[src/rtl/noc_tg_pkg.sv]
// Shared definitions for the NoC traffic generator: destination patterns, FSM states,
// LFSR taps and the (x,y) header packing helper.
package noc_tg_pkg;

    localparam int unsigned PAT_RANDOM    = 0;
    localparam int unsigned PAT_TRANSPOSE = 1;
    localparam int unsigned PAT_BITCOMP   = 2;

    typedef enum logic [1:0] {
        StIdle,
        StGap,
        StSend,
        StDone
    } tg_state_e;

    // x^16 + x^14 + x^13 + x^11 + 1, one-based taps 16,14,13,11 -> bits 15,13,12,10
    localparam logic [15:0] LFSR_TAPS = 16'hB400;

    function automatic logic [31:0] pack_hdr(input logic [31:0] x, input logic [31:0] y,
                                             input int unsigned xs);
        return (y << xs) | x;
    endfunction

endpackage

[src/rtl/tg_lfsr16.sv]
// Seedable 16-bit Fibonacci LFSR that advances one step whenever en is high.
module tg_lfsr16
    import noc_tg_pkg::*;
#(
    parameter logic [15:0] SEED = 16'h0001
) (
    input  logic        clk,
    input  logic        rstn,
    input  logic        en,
    output logic [15:0] lfsr
);

    always_ff @(posedge clk or negedge rstn) begin
        if (!rstn) begin
            lfsr <= SEED;
        end else if (en) begin
            lfsr <= {lfsr[14:0], ^(lfsr & LFSR_TAPS)};
        end
    end

endmodule

[src/rtl/traffic_gen_pe.sv]
// Synthetic traffic source/sink for one NoC PE: rate-limited packet injection and latency sink.
// Define PE_LATENCY_STATS_EN to add latencyMax/latencyLast outputs and a per-receive log line.
module traffic_gen_pe
    import noc_tg_pkg::*;
#(
    parameter int unsigned X          = 8,
    parameter int unsigned Y          = 8,
    parameter int unsigned x_size     = $clog2(X),
    parameter int unsigned y_size     = $clog2(Y),
    parameter int unsigned data_width = 32,
    parameter int unsigned PE_X       = 0,
    parameter int unsigned PE_Y       = 0,
    parameter int unsigned numPackets = 100,
    parameter int unsigned rate       = 1,
    parameter int unsigned pat        = PAT_RANDOM,
    parameter logic [15:0] SEED       = 16'hACE1
`ifdef PE_LATENCY_STATS_EN
    ,
    parameter integer      LOG_FD     = 1
`endif
) (
    input  logic                                 clk,
    input  logic                                 rstn,
    input  logic                                 start,
    input  logic                                 enableSend,
    output logic                                 r_valid_pe,
    output logic [x_size+y_size+data_width-1:0]  r_data_pe,
    input  logic                                 r_ready_pe,
    input  logic                                 w_valid_pe,
    input  logic [x_size+y_size+data_width-1:0]  w_data_pe,
    output logic                                 done,
    output logic [31:0]                          receiveCount,
    output logic [31:0]                          latencySum
`ifdef PE_LATENCY_STATS_EN
    ,
    output logic [data_width-x_size-y_size-1:0]  latencyMax,
    output logic [data_width-x_size-y_size-1:0]  latencyLast
`endif
);

    localparam int unsigned HdrW = x_size + y_size;
    localparam int unsigned TS   = data_width - HdrW;
    localparam int unsigned Gap  = (rate > 1) ? rate - 1 : 0;

    localparam logic [x_size-1:0] SelfX    = x_size'(PE_X);
    localparam logic [y_size-1:0] SelfY    = y_size'(PE_Y);
    localparam logic [15:0]       SeedMix  = SEED ^ 16'(pack_hdr(PE_X, PE_Y, x_size));
    localparam logic [15:0]       LfsrSeed = (SeedMix == 16'd0) ? 16'd1 : SeedMix;

    tg_state_e     state_q;
    logic [31:0]   sent_q;
    logic [31:0]   gap_q;
    logic [TS-1:0] cycle_q;
    logic [15:0]   lfsr_val;
    logic          go, accept, last_pkt, launch;
    logic [31:0]   rnd_x, rnd_y, dst_x, dst_y;
    logic [HdrW-1:0] dest_hdr;
    logic [TS-1:0] rx_ts, rx_lat;
    logic          unused_bits;

    tg_lfsr16 #(
        .SEED (LfsrSeed)
    ) u_lfsr (
        .clk  (clk),
        .rstn (rstn),
        .en   (launch),
        .lfsr (lfsr_val)
    );

    assign go       = start && enableSend;
    assign accept   = r_valid_pe && r_ready_pe;
    assign last_pkt = (sent_q == numPackets - 1);

    always_comb begin
        rnd_x = 32'(lfsr_val[x_size-1:0]);
        rnd_y = 32'(lfsr_val[HdrW-1:x_size]);
        if (rnd_x >= X) rnd_x = rnd_x - X;
        if (rnd_y >= Y) rnd_y = rnd_y - Y;
        if (rnd_x == PE_X && rnd_y == PE_Y) rnd_x = (PE_X + 1) % X;
        dst_x = rnd_x;
        dst_y = rnd_y;
        if (pat == PAT_BITCOMP) begin
            dst_x = X - 1 - PE_X;
            dst_y = Y - 1 - PE_Y;
        end else if (pat == PAT_TRANSPOSE && PE_X != PE_Y) begin
            dst_x = PE_Y;
            dst_y = PE_X;
        end
        dest_hdr = HdrW'(pack_hdr(dst_x, dst_y, x_size));
    end

    // A launch loads a new packet; with rate=1 it bypasses GAP entirely.
    always_comb begin
        launch = 1'b0;
        unique case (state_q)
            StIdle:  launch = go && (sent_q < numPackets) && (Gap == 0);
            StGap:   launch = (gap_q == Gap - 1);
            StSend:  launch = accept && !last_pkt && go && (Gap == 0);
            default: launch = 1'b0;
        endcase
    end

    always_ff @(posedge clk or negedge rstn) begin
        if (!rstn) begin
            state_q    <= StIdle;
            sent_q     <= '0;
            gap_q      <= '0;
            r_valid_pe <= 1'b0;
            r_data_pe  <= '0;
            done       <= 1'b0;
        end else begin
            unique case (state_q)
                StIdle: begin
                    if (go && sent_q < numPackets) begin
                        state_q <= StGap;
                        gap_q   <= '0;
                    end
                end
                StGap: gap_q <= gap_q + 32'd1;
                StSend: begin
                    if (accept) begin
                        sent_q     <= sent_q + 32'd1;
                        r_valid_pe <= 1'b0;
                        if (last_pkt) begin
                            state_q <= StDone;
                            done    <= 1'b1;
                        end else if (go) begin
                            state_q <= StGap;
                            gap_q   <= '0;
                        end else begin
                            state_q <= StIdle;
                        end
                    end
                end
                StDone: begin
                    if (!start) begin
                        state_q <= StIdle;
                        sent_q  <= '0;
                        done    <= 1'b0;
                    end
                end
                default: state_q <= StIdle;
            endcase
            if (launch) begin
                state_q    <= StSend;
                r_valid_pe <= 1'b1;
                r_data_pe  <= {SelfY, SelfX, cycle_q, dest_hdr};
            end
        end
    end

    assign rx_ts  = w_data_pe[HdrW +: TS];
    assign rx_lat = cycle_q - rx_ts;

    always_ff @(posedge clk or negedge rstn) begin
        if (!rstn) begin
            cycle_q      <= '0;
            receiveCount <= '0;
            latencySum   <= '0;
        end else begin
            cycle_q <= cycle_q + TS'(1);
            if (w_valid_pe) begin
                if (receiveCount != '1) receiveCount <= receiveCount + 32'd1;
                latencySum <= latencySum + 32'(rx_lat);
            end
        end
    end

`ifdef PE_LATENCY_STATS_EN
    always_ff @(posedge clk or negedge rstn) begin
        if (!rstn) begin
            latencyMax  <= '0;
            latencyLast <= '0;
        end else if (w_valid_pe) begin
            latencyLast <= rx_lat;
            if (rx_lat > latencyMax) latencyMax <= rx_lat;
        end
    end

`ifndef SYNTHESIS
    always @(posedge clk) begin
        if (rstn && w_valid_pe) begin
            $display("%0d:%0d,%0d:%0d,%0d,%0d,%0d",
                     w_data_pe[data_width-y_size +: x_size], w_data_pe[data_width +: y_size],
                     w_data_pe[x_size-1:0], w_data_pe[HdrW-1:x_size], rx_ts, cycle_q, rx_lat);
        end
    end
`endif
`endif

    assign unused_bits = ^{lfsr_val, w_data_pe};

endmodule
[config.mk]
export PLATFORM = sky130hd
export DESIGN_NAME = traffic_gen_pe
export DESIGN_NICKNAME = d
export VERILOG_FILES = /design/src/rtl/noc_tg_pkg.sv /design/src/rtl/tg_lfsr16.sv /design/src/rtl/traffic_gen_pe.sv
export SDC_FILE = /design/constraint.sdc
export NUM_CORES = 1
export LEC_CHECK = 0
export CORE_MARGIN = 2
export CORE_UTILIZATION = 41
export CTS_CLUSTER_DIAMETER = 200
export DETAILED_ROUTE_END_ITERATION = 8
export PLACE_DENSITY = 0.59
export SKIP_LAST_GASP = 1
export SLEW_MARGIN = 5
export SYNTH_ARGS = -nofsm -noshare
export SYNTH_HDL_FRONTEND = slang
export SYNTH_HIERARCHICAL = 1
export SYNTH_SLANG_ARGS = --single-unit
[constraint.sdc]
create_clock -name clk -period 5.8 [get_ports clk]
set_input_delay 0.87 -clock clk [delete_from_list [all_inputs] [get_ports clk]]
set_output_delay 0.87 -clock clk [all_outputs]
set_load 0.05 [all_outputs]
# Word-level counts from Yosys, hierarchy flattened

Index checks and enable logic that the tools add are counted.

$add $sub $neg: 6
Multiply operators: 0
Divide/modulo/power cells: 0
Magnitude comparators: 1
Equality and inequality tests: 15
Shift operators: 0
Multiplexer cells: 24
Bitwise logic cells: 1
Reductions and logical operators: 22

Operators with widths:

| operator                                                     | count |
|---|---|
| 2-to-1 mux 32 bit                                            | 6 |
| adder 32 x 1 -> 32 bit (second input constant)               | 3 |
| one-hot mux 32 bit (3 select lines)                          | 1 |
| one-hot mux 32 bit (2 select lines)                          | 1 |
| adder 32 x 26 -> 32 bit                                      | 1 |
| == test 32 bit (second input constant)                       | 1 |
| == test 32 x 7 -> 1 bit (second input constant)              | 1 |
| less-than comparator 32 x 7 -> 1 bit (second input constant) | 1 |
| != test 32 bit (second input constant)                       | 1 |
| adder 26 x 1 -> 26 bit (second input constant)               | 1 |
| subtractor 26 bit                                            | 1 |
| parity 16 bit                                                | 1 |
| != test 2 bit (second input constant)                        | 6 |
| 2-to-1 mux 2 bit                                             | 5 |
| != test 3 bit (second input constant)                        | 3 |
| AND reduction 4 bit                                          | 2 |
| 2-to-1 mux 1 bit                                             | 7 |
| logical AND 1 bit                                            | 6 |
| zero test 3 bit                                              | 2 |
| OR 6 x 3 -> 6 bit                                            | 1 |
| one-hot mux 2 bit (3 select lines)                           | 1 |
| nonzero test 2 bit                                           | 3 |
| AND reduction 5 bit                                          | 1 |
| == test 2 bit (second input constant)                        | 2 |
| 10 further kinds                                             | 11 |

Bits in registers: 206
Latch bits: 0
Memory bits (writable): 0
ROM bits: 0
Input bits: 44
Word-level logic and storage cells: 79
Memories kept: 0

# Longest topological paths before layout

Depth in word-level cells: 7
Depth in mapped cells: 21

# Hierarchy

The synthesis kept the hierarchy.

Modules (own cells, without submodules):

| module         | times used | cells an instance | area each (µm²) | seq. area each (µm²) |
|---|---|---|---|---|
| traffic_gen_pe | 1          | 1207              | 11471.0         | 4754.6 |
| tg_lfsr16      | 1          | 38                | 675.6           | 410.4 |

# Worst setup path before layout

No wires, ideal clock.

Kind: in2reg
From: input w_data_pe[10]
To: register latencySum[29]
Setup time: 0.141 ns
Arrival: 4.608 ns
Required time: 5.659 ns
Setup slack: 1.051 ns
Cell stages on the path: 18
Buffers on the path: 0
Cells stage by stage: inv_1 -> ha_1 -> or4_1 -> o21a_1 -> a31oi_1 -> o211ai_1 -> a31o_2 -> a21oi_1 -> xnor2_1 -> ha_1 -> and3_1 -> and2_1 -> a221oi_1 -> o21ai_0 -> a41oi_1 -> o211ai_2 -> o211ai_1 -> xnor2_1

Word-level cells in the longest chain between the ends: 2

Ends and longest elaborated chain:

| item                    | RTL line              | RTL |
|---|---|---|
| start, declared         | traffic_gen_pe.sv:30  | `input logic [x_size+y_size+data_width-1:0] w_data_pe,` |
| subtractor 26 bit       | traffic_gen_pe.sv:153 | `assign rx_lat = cycle_q - rx_ts;` |
| adder 32 x 26 -> 32 bit | traffic_gen_pe.sv:164 | `latencySum <= latencySum + 32'(rx_lat);` |
| end signal, assigned    | traffic_gen_pe.sv:164 |  |
| end, declared           | traffic_gen_pe.sv:33  | `output logic [31:0] latencySum` |

No other way between the ends.
A chain may end at the register's enable or synchronous reset.

# Worst setup path after layout

From: input w_data_pe[8]
To: register latencySum[29]

The elaborated chain is that of the path after synthesis.

==> Implementation_results.wiki <==
{| class="wikitable"
! Metric !! Value
|-
| Latest clock arrival within the worst-skew pair || 0.54 ns
|-
| TritonRoute pass-1 iters || 5
|-
| Gate Count Post-Synth || 1245
|-
| Largest cells by area after synthesis || sky130_fd_sc_hd__dfrtp_1 (41%), sky130_fd_sc_hd__ha_1 (6.4%), sky130_fd_sc_hd__xnor2_1 (6.1%), sky130_fd_sc_hd__mux2_2 (4.3%), sky130_fd_sc_hd__nand2_1 (3.2%)
|-
| Pwr Total || 6.17 mW
|-
| Setup TNS || 0 ns
|-
| Final Non-Filler Cells || 1782
|-
| Largest net degree at the start of global routing || 149
|-
| Worst-case clock buffer depth || 3
|-
| Origin of the worst setup path || w_data_pe[8]
|-
| Vias in the first global route || 9304
|-
| Num Clock Sinks || 206
|-
| DRC violation count after routing || 0
|-
| Number of different library cells in the post-synthesis netlist || 83
|-
| Count of nets after finishing || 1483
|-
| Relative slew slack || 0.410
|-
| Number of buffers created by CTS || 25
|-
| Hold-fix buffer count after cts || 0
|-
| Number of warnings reported in the yosys synthesis log || 6
|-
| Post-Place Setup Slack || 0.152 ns
|-
| Global-route congestion overflow total || 0
|-
| Number of cell rows || 63
|-
| PwrDens || 423 nW/um^2
|-
| Detailed Route Iter0 Violations || 460
|-
| Multiplexer share of the synthesized area || 0.0618
|-
| Core Box Area || 29400 um^2
|-
| Synthesized-area fraction occupied by xor and xnor cells || 0.0872
|-
| Status || finished, final reports clean
|-
| Detailed Route WL || 27.1 mm
|-
| Critical path launch point type || input port
|-
| Max-cap violations || 0
|-
| Arithmetic-cell share of the synthesized area counting full adders, half adders and majority gates || 0.0672
|-
| Main combinational cell family by area after synthesis || simple AND/OR/NAND/NOR gates
|-
| Die ar. || 31000 um^2
|-
| First-pass GRT wire length || 46.3 mm
|-
| Placed wire-length estimate after detailed placement || 19.0 mm
|-
| H-tree level count || 1
|-
| Root buffer cell || sky130_fd_sc_hd__clkbuf_16
|-
| Peak supply drop || 0.335 mV
|-
| Total setup violations reported at the end of the flow || 0
|-
| Reg2Reg Depth || 21
|-
| Arrival time reported for the critical path endpoint || 5.57 ns
|-
| Critical path peak fanout || 6
|-
| Core occupancy in the finished layout || 0.497
|-
| Initial antenna violation count || 3
|-
| Fill cell total of the finished layout || 2748
|-
| Portion of the post-synthesis area used by sequential elements || 0.425
|-
| Num ports || 148
|-
| Worst flop-to-flop path endpoint || latencySum[29]$_DFFE_PN0P_
|-
| Number of synthesized flops with an enable pin || 0
|-
| Area Overhead vs Synth || 20.3%
|-
| Measured slew at the worst slew-check pin || 0.882 ns
|-
| PortBufs || 129
|-
| Syn_area_per_cell || 9.76 um^2
|-
| Buffers inserted by post-CTS timing repair || 0
|-
| Clock tree skew after final layout || 0.0123 ns
|-
| Reg2reg setup slack || 0.93 ns
|-
| Launch point of the worst reg-to-reg path || cycle_q[0]$_DFF_PN0_
|-
| Antenna Violating Nets Remaining || 0
|-
| Proportion of synthesized flip-flops having asynchronous set or reset || 1.00
|-
| DP Cell Count || 1738
|-
| Die height || 176 um
|-
| Starting utilization of the core area || 0.413
|-
| Worst hold path type || input port to asynchronous set/reset pin
|-
| Final worst-path cycle share || 0.882
|-
| Max Transition Viols Final || 0
|-
| Post-synthesis cell area || 12100 um^2
|-
| Wire per inst || 15.2 um
|-
| Crit path required time || 6.26 ns
|-
| Post-synth top area cell || sky130_fd_sc_hd__dfrtp_1
|-
| Area share of the largest cell type after synthesis || 0.408
|-
| Most frequently used flop master after synthesis || sky130_fd_sc_hd__dfrtp_1
|-
| Leak Pwr || 6.48 nW
|-
| Min cycle time layout || 5.11 ns
|-
| Critical path start-end classification || input port to flop
|-
| Floorplan die width || 176 um
|-
| Compound-cell area share of the yosys netlist || 0.142
|-
| Quantity of gates resized following cts || 0
|-
| Share of final-layout standard cells stronger than drive strength 1 || 0.0985
|-
| RSZ-0062 raised after global routing || no
|-
| Kind of end point of the critical path || flop
|-
| Number of failing hold endpoints at the final stage || 0
|-
| Endpoint of the most critical setup path || latencySum[29]$_DFFE_PN0P_
|-
| Via count normalized by instance count || 5.33
|-
| Routed via count || 9503
|-
| Clock tree from TritonCTS || done
|-
| Register clock-pin slew on the reported worst setup and hold paths || 0.06 ns
|-
| RD Place Congestion || 0.847
|-
| Maximum frequency from static timing analysis || 196 MHz
|-
| Minimum setup slack in the final design || 0.687 ns
|-
| Share of synthesized cell area in and, or, nand and nor gates || 0.180
|-
| Total track usage || 0.178
|-
| Seq cells post-synth || 206
|}
-- where the power goes --
| group | leakage, nW | switching, mW | internal, mW |
|---|---|---|---|
| Clock | 0.400 | 0.628 | 0.902 |
| Sequential | 2.70 | 0.221 | 1.68 |
| Combinational | 3.38 | 1.66 | 1.08 |
-- synthesized netlist by cell type (all sizes together), types with 10 or more instances --
library cell / number
nor3: 25
nor2b: 11
and2: 11
and3: 34
nor2: 103
nand2: 102
or3: 13
a31oi: 10
a21o: 17
xnor2: 84
ha: 62
clkbuf: 22
mux2: 64
dfrtp: 198
nand3: 53
a21oi: 65
o21ai: 77
nand4: 31
o31ai: 21
xor2: 37
o21a: 17
inv: 55
buf: 18
-- routing by layer --
metal	global-route usage	wire length, um	up-vias
li1	-	-	4737
met4	0.0520	707	4
met3	0.0388	1690	50
met1	0.254	13100	4522
met2	0.271	11500	190
met5	0	23	-
-- final cells by class --
class / instances / area [um^2] / area share
Sequential cell: 206 / 5160 / 0.354
Inverter: 55 / 206 / 0.0141
Tap cell: 390 / 488 / 0.0334
Clock inverter: 9 / 92.6 / 0.00634
Timing Repair Buffer: 138 / 1380 / 0.0941
Multi-Input combinational cell: 949 / 6570 / 0.450
Clock buffer: 34 / 709 / 0.0486
Antenna cell: 1 / 2.50 / 0.000171
-- flip-flops by register name, summed over array words and instances (netlist names) --
register	flops
gap_q	32
latencySum	32
u_lfsr/lfsr	16
done	1
receiveCount	32
sent_q	32
r_data_pe	32
r_valid_pe	1
cycle_q	26
state_q	2
-- kinds of logic after synthesis --
family                     after synthesis
DFF                                    206
buffers and inverters                   95
xor gates and xnor gates               121
AOI/OAI and AO/OA                      263
adders and majority gates               64
muxes                                   64
other                                    1
and+or+nand+nor                        431
-- through the flow --
stage | hold WS (ns) | area [um^2]
2_1_floorplan | 0.444 | 12200
3_3_place_gp | 0.469 | 13800
3_5_place_dp | 0.476 | 13800
4_1_cts | 0.327 | 14600
5_1_grt | 0.361 | 14600
6_report | 0.312 | 14600
-- critical path, cell delays in order --
cell                              delay [ns]
sky130_fd_sc_hd__clkdlybuf4s50_1        0.45
sky130_fd_sc_hd__inv_1                  0.04
sky130_fd_sc_hd__ha_1                   0.33
sky130_fd_sc_hd__nor2b_1                0.16
sky130_fd_sc_hd__o31a_1                 0.29
sky130_fd_sc_hd__o2111ai_1              0.30
sky130_fd_sc_hd__a311oi_1               0.21
sky130_fd_sc_hd__o21a_1                 0.22
sky130_fd_sc_hd__o21a_1                 0.19
sky130_fd_sc_hd__o41ai_1                0.32
sky130_fd_sc_hd__xnor2_1                0.17
sky130_fd_sc_hd__ha_1                   0.32
sky130_fd_sc_hd__and3_1                 0.21
sky130_fd_sc_hd__and2_1                 0.16
sky130_fd_sc_hd__a221oi_1               0.32
sky130_fd_sc_hd__o21ai_0                0.14
sky130_fd_sc_hd__a41oi_1                0.20
sky130_fd_sc_hd__buf_4                  0.17
sky130_fd_sc_hd__o211ai_2               0.14
sky130_fd_sc_hd__o211ai_1               0.22
sky130_fd_sc_hd__xnor2_1                0.14
-- worst min path at each step --
stage / depth (start not counted) / to / from
2_1_floorplan: 1 / gap_q[27]$_DFFE_PN0P_ / gap_q[27]$_DFFE_PN0P_
3_3_place_gp: 1 / r_data_pe[13]$_DFFE_PN0P_ / r_data_pe[13]$_DFFE_PN0P_
3_5_place_dp: 1 / r_data_pe[16]$_DFFE_PN0P_ / r_data_pe[16]$_DFFE_PN0P_
4_1_cts: 1 / latencySum[23]$_DFFE_PN0P_ / rstn
5_1_grt: 1 / receiveCount[3]$_DFFE_PN0P_ / rstn
6_report: 1 / receiveCount[3]$_DFFE_PN0P_ / rstn
-- layout by cell type, fill, tap and decap left out, types with 4 or more instances in the layout --
cell type | netlist | layout
sky130_fd_sc_hd__nand3b_1 | 6 | 6
sky130_fd_sc_hd__dfstp_2 | 8 | 8
sky130_fd_sc_hd__o211ai_1 | 8 | 8
sky130_fd_sc_hd__and4_1 | 6 | 6
sky130_fd_sc_hd__clkbuf_8 | 0 | 6
sky130_fd_sc_hd__nand2b_1 | 6 | 6
sky130_fd_sc_hd__nor2_1 | 102 | 102
sky130_fd_sc_hd__conb_1 | 1 | 6
sky130_fd_sc_hd__clkbuf_1 | 22 | 4
sky130_fd_sc_hd__mux2_2 | 46 | 46
sky130_fd_sc_hd__nand3_1 | 53 | 53
sky130_fd_sc_hd__a21oi_1 | 63 | 63
sky130_fd_sc_hd__ha_1 | 62 | 62
sky130_fd_sc_hd__and3_1 | 33 | 33
sky130_fd_sc_hd__or3_1 | 13 | 13
sky130_fd_sc_hd__xnor2_1 | 84 | 84
sky130_fd_sc_hd__o21a_1 | 17 | 17
sky130_fd_sc_hd__xor2_1 | 37 | 37
sky130_fd_sc_hd__a21o_1 | 15 | 15
sky130_fd_sc_hd__mux2_1 | 10 | 10
sky130_fd_sc_hd__o31ai_1 | 21 | 21
sky130_fd_sc_hd__a211oi_1 | 4 | 4
sky130_fd_sc_hd__nor2b_1 | 11 | 11
sky130_fd_sc_hd__o21ai_0 | 75 | 75
sky130_fd_sc_hd__a41oi_1 | 4 | 4
sky130_fd_sc_hd__a31oi_1 | 10 | 10
sky130_fd_sc_hd__nand4_1 | 30 | 30
sky130_fd_sc_hd__dfrtp_1 | 198 | 198
sky130_fd_sc_hd__clkdlybuf4s50_1 | 0 | 128
sky130_fd_sc_hd__clkinv_2 | 0 | 5
sky130_fd_sc_hd__mux2_4 | 8 | 8
sky130_fd_sc_hd__and2_1 | 11 | 11
sky130_fd_sc_hd__clkbuf_16 | 0 | 25
sky130_fd_sc_hd__nand2_1 | 102 | 102
sky130_fd_sc_hd__nor4b_1 | 5 | 5
sky130_fd_sc_hd__buf_4 | 6 | 8
sky130_fd_sc_hd__inv_1 | 55 | 55
sky130_fd_sc_hd__nor3_1 | 22 | 22
sky130_fd_sc_hd__nor4_1 | 7 | 7
(Power assumes the default switching activity.)
==> patch: new RTL, same settings <==
Add a define of `PE_LATENCY_STATS_EN`.
--- a/src/rtl/traffic_gen_pe.sv
+++ b/src/rtl/traffic_gen_pe.sv
@@ -2,2 +2,4 @@
 // Define PE_LATENCY_STATS_EN to add latencyMax/latencyLast outputs and a per-receive log line.
+`define PE_LATENCY_STATS_EN
+
 module traffic_gen_pe
Formal check against the unedited RTL (old outputs only; new: latencyLast and latencyMax): equivalent (Yosys induction, for registers that start in step).
==> patch against the unedited design <==
- setup slack worse by 100 ps
- total power up 16%
- cell area up 23%
- fmax down 2.0%
- sequential cell count up 52
- area after synthesis up 19%
- synthesized cell count up 12%
- final cell count up 17%
- clock power up 20%
- routed wire length up 29%
- first-iteration DRC count up 27%
==> patch: results <==
[outcome]
status = completed

[synth]
synth_mux_area_share_pct = 9.11
yosysSeqAreaShare_pct = 44.7
synth_adder_area_share_pct = 7.28
synth_xor_area_share_pct = 8.90
synthTopCellsByCount = 250 x dfrtp_1, 121 x nor2_1, 89 x nand2_1

[placed_design]
portBuffers = 181
place_congestion = 0.856

[finish]
drive_above_1_share_pct = 13.2
final_cells = 2089
final_nets = 1736
seqCellArea_mm2 = 0.00647

[setup_path]
critPathCapture = latencyMax[6]
crit_path_max_incr_delay_ps = 520
cp_max_fo = 13
startpoint = w_data_pe[7]
r2r_cells = 19

[cts]
clk_latency_ps = 560

[detailed_routing]
via_per_inst = 5.25
firstDrtPassIters = 7

[timing]
clock_skew_ps = 11.1

[pwr]
irDropWorstVdd_mv = 0.363
p_switching_mw = 2.87
comb_power_mw = 3.03
pwr-share-seq_pct = 32.2

[global_route]
grt_pass1_vias = 10721
patch: cell types whose count changed after synthesis, moves of 19 or more:
cell     change
dfrtp_1     +52
inv_1       +28
mux2_2      +27
mux2_4      +25
xor2_1      +23
o21ai_0     -22
ha_1        +19
nor2_1      +19
patch: per-layer routing:
layer	GRT usage [%]	routed length [µm]	share of wire (%)	vias up
met5	0	36	0.10	-
li1	-	-	-	5373
met2	28.7	15100	43	271
met3	5.34	2750	7.9	60
met1	26.7	16200	46	5257
met4	5.09	862	2.5	6
patch: layout make-up:
class | instances | area share (%)
Inverter | 83 | 1.74
Antenna cell | 1 | 0.0140
Clock buffer | 53 | 5.24
Timing Repair Buffer | 215 | 11.7
Sequential cell | 258 | 36.1
Clock inverter | 4 | 0.133
Multi-Input combinational cell | 1020 | 41.9
Tap cell | 455 | 3.18
